`config.mk`:
```
export PLATFORM = sky130hd
export DESIGN_NAME = blink_decoder
export DESIGN_NICKNAME = d
export VERILOG_FILES = /design/src/rtl/blink_pkg.sv /design/src/rtl/blink_decoder_sync_edge.sv /design/src/rtl/blink_decoder.sv
export SDC_FILE = /design/constraint.sdc
export NUM_CORES = 1
export LEC_CHECK = 0
export ABC_CLOCK_PERIOD_IN_PS = 4400
export CORE_AREA = 2 2 109 111
export DETAILED_ROUTE_END_ITERATION = 10
export DIE_AREA = 0 0 111 113
export DONT_BUFFER_PORTS = 1
export GPL_ROUTABILITY_DRIVEN = 0
export GPL_TIMING_DRIVEN = 0
export PLACE_DENSITY_LB_ADDON = 0.2
export SETUP_SLACK_MARGIN = 0.15
export SLEW_MARGIN = 10
export SYNTH_ARGS = -nofsm -noshare
export SYNTH_HDL_FRONTEND = slang
export SYNTH_SLANG_ARGS = --single-unit
```
`constraint.sdc`:
```
create_clock -name clk -period 4.4 [get_ports clk]
set_clock_uncertainty 0.15 [all_clocks]
set_input_delay 1.1 -clock clk [delete_from_list [all_inputs] [get_ports clk]]
set_output_delay 1.1 -clock clk [all_outputs]
set_load 0.01 [all_outputs]
```
`src/rtl/blink_pkg.sv`:
```
// Shared timing constants and FSM state type for the blinker / blink_decoder pair.
// Both ends import this package so pulse and gap timing agree.
package blink_pkg;

  localparam int unsigned DEF_CNT_W       = 16;
  localparam int unsigned DEF_MIN_PULSE   = 4;
  localparam int unsigned DEF_LONG_THRESH = 1000;
  localparam int unsigned DEF_GAP_THRESH  = 3000;
  localparam int unsigned DEF_SYM_BITS    = 7;

  // Width of the pulse-count field reported with each symbol.
  localparam int unsigned LEN_W = 3;

  typedef enum logic [1:0] {
    ST_IDLE = 2'd0,
    ST_HIGH = 2'd1,
    ST_LOW  = 2'd2
  } state_e;

endpackage

```
`src/rtl/blink_decoder_sync_edge.sv`:
```
// sync_edge: two-flop synchronizer for an asynchronous line plus an edge
// register on the synchronized level.
//   clk, rst_n : clock, asynchronous active-low reset
//   blink_in   : asynchronous input line
//   lvl        : synchronized level
//   rise, fall : one-cycle strobes on level changes of lvl
module sync_edge (
  input  logic clk,
  input  logic rst_n,
  input  logic blink_in,
  output logic lvl,
  output logic rise,
  output logic fall
);

  logic meta_q, meta_d;
  logic lvl_q,  lvl_d;
  logic prev_q, prev_d;

  always_comb begin
    meta_d = blink_in;
    lvl_d  = meta_q;
    prev_d = lvl_q;
  end

  always_ff @(posedge clk or negedge rst_n) begin
    if (!rst_n) begin
      meta_q <= 1'b0;
      lvl_q  <= 1'b0;
      prev_q <= 1'b0;
    end else begin
      meta_q <= meta_d;
      lvl_q  <= lvl_d;
      prev_q <= prev_d;
    end
  end

  assign lvl  = lvl_q;
  assign rise = lvl_q & ~prev_q;
  assign fall = ~lvl_q & prev_q;

endmodule

```
`src/rtl/blink_decoder.sv`:
```
// blink_decoder: measures high pulses and the gaps after them on a blinking
// input, classifies accepted pulses as short (0) or long (1), gathers them
// into a symbol and presents it with a one-cycle strobe once the line has
// been low for GAP_THRESH cycles.
//   clk, rst_n : clock, asynchronous active-low reset
//   blink_in   : asynchronous blink line
//   sym_data   : last completed symbol, newest pulse in bit 0
//   sym_len    : number of pulses in sym_data
//   sym_valid  : one-cycle strobe when sym_data/sym_len/sym_ovf update
//   sym_ovf    : last symbol had more than SYM_BITS pulses
//   last_width : width of the most recent accepted pulse
module blink_decoder
  import blink_pkg::*;
#(
  parameter int unsigned CNT_W       = DEF_CNT_W,
  parameter int unsigned MIN_PULSE   = DEF_MIN_PULSE,
  parameter int unsigned LONG_THRESH = DEF_LONG_THRESH,
  parameter int unsigned GAP_THRESH  = DEF_GAP_THRESH,
  parameter int unsigned SYM_BITS    = DEF_SYM_BITS
) (
  input  logic                clk,
  input  logic                rst_n,
  input  logic                blink_in,
  output logic [SYM_BITS-1:0] sym_data,
  output logic [LEN_W-1:0]    sym_len,
  output logic                sym_valid,
  output logic                sym_ovf,
  output logic [CNT_W-1:0]    last_width
);

  logic lvl, rise, fall;

  sync_edge u_sync_edge (
    .clk      (clk),
    .rst_n    (rst_n),
    .blink_in (blink_in),
    .lvl      (lvl),
    .rise     (rise),
    .fall     (fall)
  );

  state_e              state_q,      state_d;
  logic [CNT_W-1:0]    width_q,      width_d;
  logic [CNT_W-1:0]    gap_q,        gap_d;
  logic [SYM_BITS-1:0] shreg_q,      shreg_d;
  logic [LEN_W-1:0]    cnt_q,        cnt_d;
  logic                ovf_q,        ovf_d;
  logic [SYM_BITS-1:0] sym_data_q,   sym_data_d;
  logic [LEN_W-1:0]    sym_len_q,    sym_len_d;
  logic                sym_valid_q,  sym_valid_d;
  logic                sym_ovf_q,    sym_ovf_d;
  logic [CNT_W-1:0]    last_width_q, last_width_d;
  logic                long_bit;

  always_comb begin
    state_d      = state_q;
    width_d      = width_q;
    gap_d        = gap_q;
    shreg_d      = shreg_q;
    cnt_d        = cnt_q;
    ovf_d        = ovf_q;
    sym_data_d   = sym_data_q;
    sym_len_d    = sym_len_q;
    sym_valid_d  = 1'b0;
    sym_ovf_d    = sym_ovf_q;
    last_width_d = last_width_q;
    long_bit     = (width_q >= CNT_W'(LONG_THRESH));

    unique case (state_q)
      ST_IDLE: begin
        if (rise) begin
          state_d = ST_HIGH;
          width_d = CNT_W'(1);
        end
      end

      ST_HIGH: begin
        if (fall) begin
          state_d = ST_LOW;
          gap_d   = CNT_W'(1);
          // Pulses below MIN_PULSE are glitches: no shift, no width report.
          if (width_q >= CNT_W'(MIN_PULSE)) begin
            if (cnt_q < LEN_W'(SYM_BITS)) begin
              shreg_d = {shreg_q[SYM_BITS-2:0], long_bit};
              cnt_d   = cnt_q + LEN_W'(1);
            end else begin
              ovf_d = 1'b1;
            end
            last_width_d = width_q;
          end
        end else if (lvl && (width_q != '1)) begin
          width_d = width_q + CNT_W'(1);
        end
      end

      ST_LOW: begin
        // Emit is checked before rise so a rise landing on the closing
        // cycle is swallowed and the FSM waits for the following rise.
        if (gap_q == CNT_W'(GAP_THRESH)) begin
          state_d = ST_IDLE;
          if (cnt_q != '0) begin
            sym_data_d  = shreg_q;
            sym_len_d   = cnt_q;
            sym_ovf_d   = ovf_q;
            sym_valid_d = 1'b1;
          end
          shreg_d = '0;
          cnt_d   = '0;
          ovf_d   = 1'b0;
        end else if (rise) begin
          state_d = ST_HIGH;
          width_d = CNT_W'(1);
        end else if (!lvl && (gap_q != '1)) begin
          gap_d = gap_q + CNT_W'(1);
        end
      end

      default: state_d = ST_IDLE;
    endcase
  end

  always_ff @(posedge clk or negedge rst_n) begin
    if (!rst_n) begin
      state_q      <= ST_IDLE;
      width_q      <= '0;
      gap_q        <= '0;
      shreg_q      <= '0;
      cnt_q        <= '0;
      ovf_q        <= 1'b0;
      sym_data_q   <= '0;
      sym_len_q    <= '0;
      sym_valid_q  <= 1'b0;
      sym_ovf_q    <= 1'b0;
      last_width_q <= '0;
    end else begin
      state_q      <= state_d;
      width_q      <= width_d;
      gap_q        <= gap_d;
      shreg_q      <= shreg_d;
      cnt_q        <= cnt_d;
      ovf_q        <= ovf_d;
      sym_data_q   <= sym_data_d;
      sym_len_q    <= sym_len_d;
      sym_valid_q  <= sym_valid_d;
      sym_ovf_q    <= sym_ovf_d;
      last_width_q <= last_width_d;
    end
  end

  assign sym_data   = sym_data_q;
  assign sym_len    = sym_len_q;
  assign sym_valid  = sym_valid_q;
  assign sym_ovf    = sym_ovf_q;
  assign last_width = last_width_q;

endmodule

```
==> impl_results.md, run 1 <==
- PwrDens: 491 nW/um^2
- Routed Antenna Nets: 0
- Detailed Place HPWL: 5790 um
- Met2 Use GR: 0.245
- Slew Limit Fails: 0
- Post-CTS Repair Setup Buffers: 0
- FF-to-FF Start: gap_q[0]
- Fmax: 362 MHz
- Mapped Nets: 367
- Ys Warns: 0
- Predominant post-synthesis flop cell: dfrtp_1
- Pin count of the biggest net entering global routing: 77
- Antenna cells: 0
- Vias per inst: about 5.6
- Hold Path End: u_sync_edge.lvl
- Cell-by-cell listing of the critical path: inv_1 -> ha_1 -> or4b_4 -> nor4_4 -> nor3_2 -> clkbuf_1 -> a31oi_1 -> o21ai_0
- Placed Cells incl. Taps: between 500 and 600
- Switch share: 0.313
- Grt met3 use: 0.0423
- Clock power share: 0.381
- CP max stage delay: approximately 490 ps
- FF/Latch Area: 1900 um^2
- Post-synthesis compound-gate area fraction: 0.166
- Clock-pin slew on the worst setup and hold paths: 60 ps
- Die Ht: 113 um
- Initial antenna violation count: 0
- Asr flop ratio synth: 1.00
- Die W: 111 um
- Crit end category: flip-flop
- Critical Path Source Type: flip-flop
- Most frequent cells in the layout: dfrtp_1, nand2_1, mux2_2
- Worst slew pin tran: roughly 770 ps
- Total die area: about 13000 um^2
- Slew HR: 0.483
- Hold Vio Cnt, Final: 0
- Critical path fanouts, max: 10
- Clock Path Buffers: 2
- HP Class: reg2reg
- Clk root buf: clkbuf_16
- Yosys cell types: 59
- Required time of the critical path: 4460 ps
- Core region area: ~11000 um^2
- Layout cells sized above 1: 0.206
- TritonCTS Buffers: 9
- R2R setup slack: between 1500 and 2000 ps
- Total wire length: 8790 um
- Class of the most critical setup path: reg2reg
- Int Power: 1.49 mW
- Reg power frac: 0.382
- Placed cell area: slightly above 4000 um^2
- LEAKAGE: between 1.5 and 2 nW
- Fillers: around 1100
- RSZ-0062 raised after global routing: false
- I/O Pins: 31
- Simple-gate area share of the yosys netlist: 0.187
- Setup_tns: 0 ps
- Switching power: 0.676 mW
- Nets: 378
- Multi-input gate area: 1780 um^2
- Synth Area in XOR/XNOR: 0
- Worst r2r path cells: 8
- Tot GR Track Use: 0.150
- Area grow syn2layout: 13.2%
- Post-route cell area: 4400 um^2
- Mux cell area share after synthesis: 0.0844
- Htree depth: 3
- Max cap viols: 0
- Setup violations, final: 0
- Hold Startpoint: u_sync_edge.lvl_d
- First-pass GRT wire length: around 15000 um
- Post-Syn Instances: 358
- Min Tclk post-route: ~2800 ps
- Post-synth EDFFs: 0
- Rows: 39
- Register bit count reported by yosys: 76
- Final Non-Filler Cells: 517
- Main combinational cell family by area after synthesis: simple AND/OR/NAND/NOR gates
- Via count: 2895
- Adder-Cell Fraction of Synth Area: 0.0193
- CP bufs+invs: 2
- Commonest non-fill, non-tap cell in the layout: dfrtp_1
- Starting Density: 0.345
- Final period util: 0.628
- WP depth: 8
- Met1 Track Usage GR: 0.194
- Hold depth: 0
- Iteration-0 DRC Markers: 191
- Critical path data arrival time: 2820 ps
- CP max-delay cell: or4b_4
- Hold buffers post-CTS: 0
- Wire per inst: 17.0 um
- Gr ovfl total: 0
- Most used routing layer: met2
- Initial DRT Pass Iterations: 5
- Remaining DRCs: 0
- CP delay by family, top: simple AND/OR/NAND/NOR gates
- Sinks on Clock Net: 76
- IO buf count: 0
- Resized Gates After CTS: 0
- Sequential area share after synthesis: 0.489
- Synthesized area: 3890 um^2
- Clock Latency Late Sink: ~330 ps
- Mean Syn Cell Area: 10.9 um^2
- Outcome: finished, final reports clean
- Vias in the first global route: between 2000 and 3000
- CTS tree: built
- End of the worst register-to-register path: gap_q[2]
- Comb pwr share: 0.236
- Maximum VDD drop: around 0.00025 V
## synthesized netlist by cell type (all sizes together) (4+ instances only)
library cell	count	share of area
a22o	10	0.025
nor4	5	0.012
nor3	6	0.012
and4	9	0.021
nand4	11	0.018
nor2	13	0.016
dfrtp	76	0.49
nor2b	5	0.0080
a31oi	23	0.037
nand3	16	0.021
clkbuf	16	0.026
and3	9	0.015
a41oi	9	0.020
ha	6	0.019
o21ai	15	0.019
buf	7	0.013
or4	4	0.0097
nand2	26	0.025
mux2	27	0.079
inv	15	0.014
a21oi	13	0.017
## power by group through the flow
stage / logic [mW] / registers (mW) / clock network [mW]
after floorplan: 0.396 / 0.821 / 0
after global placement: 0.508 / 0.839 / 0
after detailed placement: 0.516 / 0.841 / 0
after CTS: 0.517 / 0.828 / 0.845
after global routing: 0.575 / 0.841 / 0.876
final: 0.511 / 0.827 / 0.824
## cell families (layout without fill, tap and decap cells)
group / Yosys count / after routing
and+or+nand+nor: 117 / 117
AOI/OAI and AO/OA: 92 / 92
DFF: 76 / 76
buffers and inverters: 38 / 54
muxes: 29 / 29
adders and majority gates: 6 / 6
## metal layers
layer | up-vias | part of all wire
li1 | 1374 | -
met1 | 1442 | 0.47
met2 | 68 | 0.47
met3 | 11 | 0.043
met4 | 0 | 0.014
met5 | - | 0
## registers in the layout (all words and copies together) (netlist names)
signal              flops
u_sync_edge.lvl_d       1
sym_len                 3
shreg_q                 7
sym_ovf                 1
width_q                16
cnt_q                   3
sym_valid               1
last_width             16
u_sync_edge.prev_q      1
state_q                 2
ovf_q                   1
u_sync_edge.lvl         1
gap_q                  16
sym_data                7
## worst register-to-register path: stages (launching register included)
cell      delay (ps)
dfrtp_1          400
inv_1            120
ha_1             170
or4b_4           490
nor4_4           470
nor3_2           230
clkbuf_1         300
a31oi_1          220
o21ai_0           90
## per-stage QoR
step                      setup slack, ps  hold WS, ps   util  total power [mW]
after floorplan                      1940          181      -              1.22
after global placement               1610          189  0.361              1.35
after detailed placement             1600          195  0.361              1.36
after CTS                            1580          211  0.390              2.19
after global routing                 1400          221  0.390              2.29
final                                1640          202  0.390              2.16
## layout make-up
type	count	area share
clock buffer	11	0.0574
clock inverter	5	0.0188
buffer	23	0.0341
sequential	76	0.432
inverter	15	0.0128
multi-input combinational	244	0.404
tap	143	0.0407
## how the worst max path moves through the flow
stage | startpoint | end | slack, ps
3_5_place_dp | gap_q[0] | gap_q[2] | 1600
5_1_grt | gap_q[0] | gap_q[2] | 1400
6_report | gap_q[0] | gap_q[2] | 1640
2_1_floorplan | gap_q[0] | sym_data[0] | 1940
3_3_place_gp | gap_q[0] | gap_q[2] | 1610
4_1_cts | gap_q[0] | gap_q[2] | 1580
No activity file was read; power rests on OpenSTA's default activity.
==> inputs of run 2 (changes only) <==
--- a/config.mk
+++ b/config.mk
@@ -5,7 +5,7 @@
 export SDC_FILE = /design/constraint.sdc
 export NUM_CORES = 1
 export LEC_CHECK = 0
-export ABC_CLOCK_PERIOD_IN_PS = 4400
+export ABC_CLOCK_PERIOD_IN_PS = 2400
 export CORE_AREA = 2 2 109 111
 export DETAILED_ROUTE_END_ITERATION = 10
 export DIE_AREA = 0 0 111 113
==> constraint.sdc (replaced) <==
create_clock -name clk -period 2.4 [get_ports clk]
set_clock_uncertainty 0.15 [all_clocks]
set_input_delay 0.6 -clock clk [delete_from_list [all_inputs] [get_ports clk]]
set_output_delay 0.6 -clock clk [all_outputs]
set_load 0.01 [all_outputs]
==> run 2 against run 1 <==
Against the previous run:
- the flow now finishes with violations (hold timing, setup timing)
- sequential power increased by 85%
- hold slack got worse by 380 ps
- flip-flop and latch count unchanged
- sequential share of layout area decreased by 5.5 points
- critical path type unchanged
==> impl_results.md, run 2 (synthesis results as in run 1) <==
- Fillers: 1031 (-4.4%)
- Initial antenna violation count: 0 (unchanged)
- Placed cell area: 4100 um^2 (+0.95%)
- Clock-pin slew on the worst setup and hold paths: 60 ps (about the same)
- IO buf count: 0 (unchanged)
- CP max-delay cell: or4b_4
- Max cap viols: 0 (unchanged)
- HP Class: in2async
- Die Ht: 113 um (unchanged)
- Critical path fanouts, max: 10 (unchanged)
- Detailed Place HPWL: 5790 um (+0.12%)
- FF-to-FF Start: gap_q[1]
- Initial DRT Pass Iterations: 4 (-1)
- Total wire length: 9810 um (+12%)
- Wire per inst: 17.8 um (+4.6%)
- Pin count of the biggest net entering global routing: 77 (unchanged)
- Clock Path Buffers: 2 (unchanged)
- LEAKAGE: 2.22 nW (+13%)
- FF/Latch Area: 1910 um^2 (+0.26%)
- Worst slew pin tran: 651 ps (-115 ps)
- Tot GR Track Use: 0.152 (+0.00222)
- Cell-by-cell listing of the critical path: inv_2 -> ha_4 -> or4b_4 -> or4_4 -> nor2_4 -> buf_12 -> mux2_4
- Via count: 3068 (+6.0%)
- Die W: 111 um (unchanged)
- Class of the most critical setup path: reg2reg
- PwrDens: 865 nW/um^2 (+76%)
- Total die area: 12500 um^2 (unchanged)
- Clk root buf: clkbuf_16
- Layout cells sized above 1: 0.370 (+0.164)
- Vias per inst: 5.57 (-0.56%)
- Sinks on Clock Net: 76 (unchanged)
- Most frequent cells in the layout: dfrtp_1, nand2_1, buf_6
- Area grow syn2layout: 30.0%
- RSZ-0062 raised after global routing: true
- Crit path from: gap_q[1]
- Routed Antenna Nets: 0 (unchanged)
- Critical path data arrival time: 2480 ps (-340 ps)
- CP delay by family, top: simple AND/OR/NAND/NOR gates
- CTS tree: built
- Min Tclk post-route: 2430 ps (-338 ps)
- Remaining DRCs: 0 (unchanged)
- WP depth: 7 (-1)
- Critical Path Source Type: flip-flop
- I/O Pins: 31 (unchanged)
- TritonCTS Buffers: 9 (unchanged)
- Slew Limit Fails: 0 (unchanged)
- Htree depth: 3 (unchanged)
- Final period util: 1.01 (+0.382)
- Post-route cell area: 5050 um^2 (+15%)
- Overall Power: 4.37 mW (+100%)
- Worst slack at placement: -297 ps (-1890 ps)
- Multi-input gate area: 2090 um^2 (+18%)
- WHS: -183 ps (-384 ps)
- Outcome: finished with violations
- Vias in the first global route: 3059 (+5.8%)
- Fmax: 412 MHz (+14%)
- Gr ovfl total: 0 (unchanged)
- Failing checks: hold timing, setup timing
- Iteration-0 DRC Markers: 184 (-3.7%)
- Slew HR: 0.566 (+0.0832)
- Final setup margin: -25.1 ps (-1660 ps)
- CP bufs+invs: 2 (unchanged)
- Finished Core Util: 0.448 (+0.0579)
- Nets: 412 (+9.0%)
- First-pass GRT wire length: 15600 um (+2.8%)
- Commonest non-fill, non-tap cell in the layout: dfrtp_1
- Rows: 39 (unchanged)
- Core region area: 11300 um^2 (unchanged)
- Worst r2r path cells: 7 (-1)
- Starting Density: 0.345 (unchanged)
- Crit end category: flip-flop
- Clock Latency Late Sink: 330 ps (about the same)
- Maximum VDD drop: 0.000498 V (+100%)
- Antenna cells: 0 (unchanged)
- Hold Vio Cnt, Final: 76 (+76)
- Setup violations, final: 11 (+11)
- Required time of the critical path: 2460 ps (-2000 ps)
- CP max stage delay: 480 ps (about the same)
run 2: cell type report:
class,count,area share
Multi-Input combinational cell,245,0.414
Tap cell,143,0.0354
Clock inverter,6,0.0126
Inverter,15,0.0111
Clock buffer,10,0.0473
Buffer,23,0.0381
Sequential cell,76,0.377
Timing Repair Buffer,33,0.0641
run 2: per-layer routing:
| layer | share of wire | vias up | global-route usage |
|---|---|---|---|
| met4 | 0.0084 | 0 | 0.0500 |
| met1 | 0.47 | 1558 | 0.206 |
| li1 | - | 1450 | - |
| met5 | 0 | - | 0 |
| met2 | 0.50 | 53 | 0.242 |
| met3 | 0.030 | 7 | 0.0348 |
run 2: worst reg2reg max path, stage by stage (launching register included):
cell     delay, ps
dfrtp_1        390
inv_2          100
ha_4           130
or4b_4         480
or4_4          460
nor2_4         130
buf_12         150
mux2_4         310
run 2: final timing paths:
| kind | endpoint | slack, ps |
|---|---|---|
| hold / removal | u_sync_edge.lvl_d | -180 |
| setup reg to reg | sym_data[1] | -30 |
| hold reg to reg | u_sync_edge.lvl | 210 |
| max in group asynchronous | gap_q[1] | 2120 |
| setup / recovery | sym_data[1] | -30 |
| min in group clk | u_sync_edge.lvl_d | 150 |
run 2: what timing repair did:
action / CTS / global route
buffers inserted: 26 / 6
hold endpoints to repair: 76 / 76
pin swaps: 11 / 19
gates cloned: 1 / 1
gates resized for setup: 34 / 57
setup endpoints to repair: 63 / 65
run 2: metrics by stage:
step | TNS, ps | instances
finish | -169 | 551
global route | -672 | 551
CTS | -26.3 | 544
detailed placement | -10160 | 501
global placement | -8760 | 501
floorplan | -144 | 358
run 2: power by group:
group | total [mW] | switching [mW] | internal [mW]
clock | 1.36 | 0.530 | 0.831
sequential | 1.53 | 0.129 | 1.40
combinational | 1.49 | 0.825 | 0.661
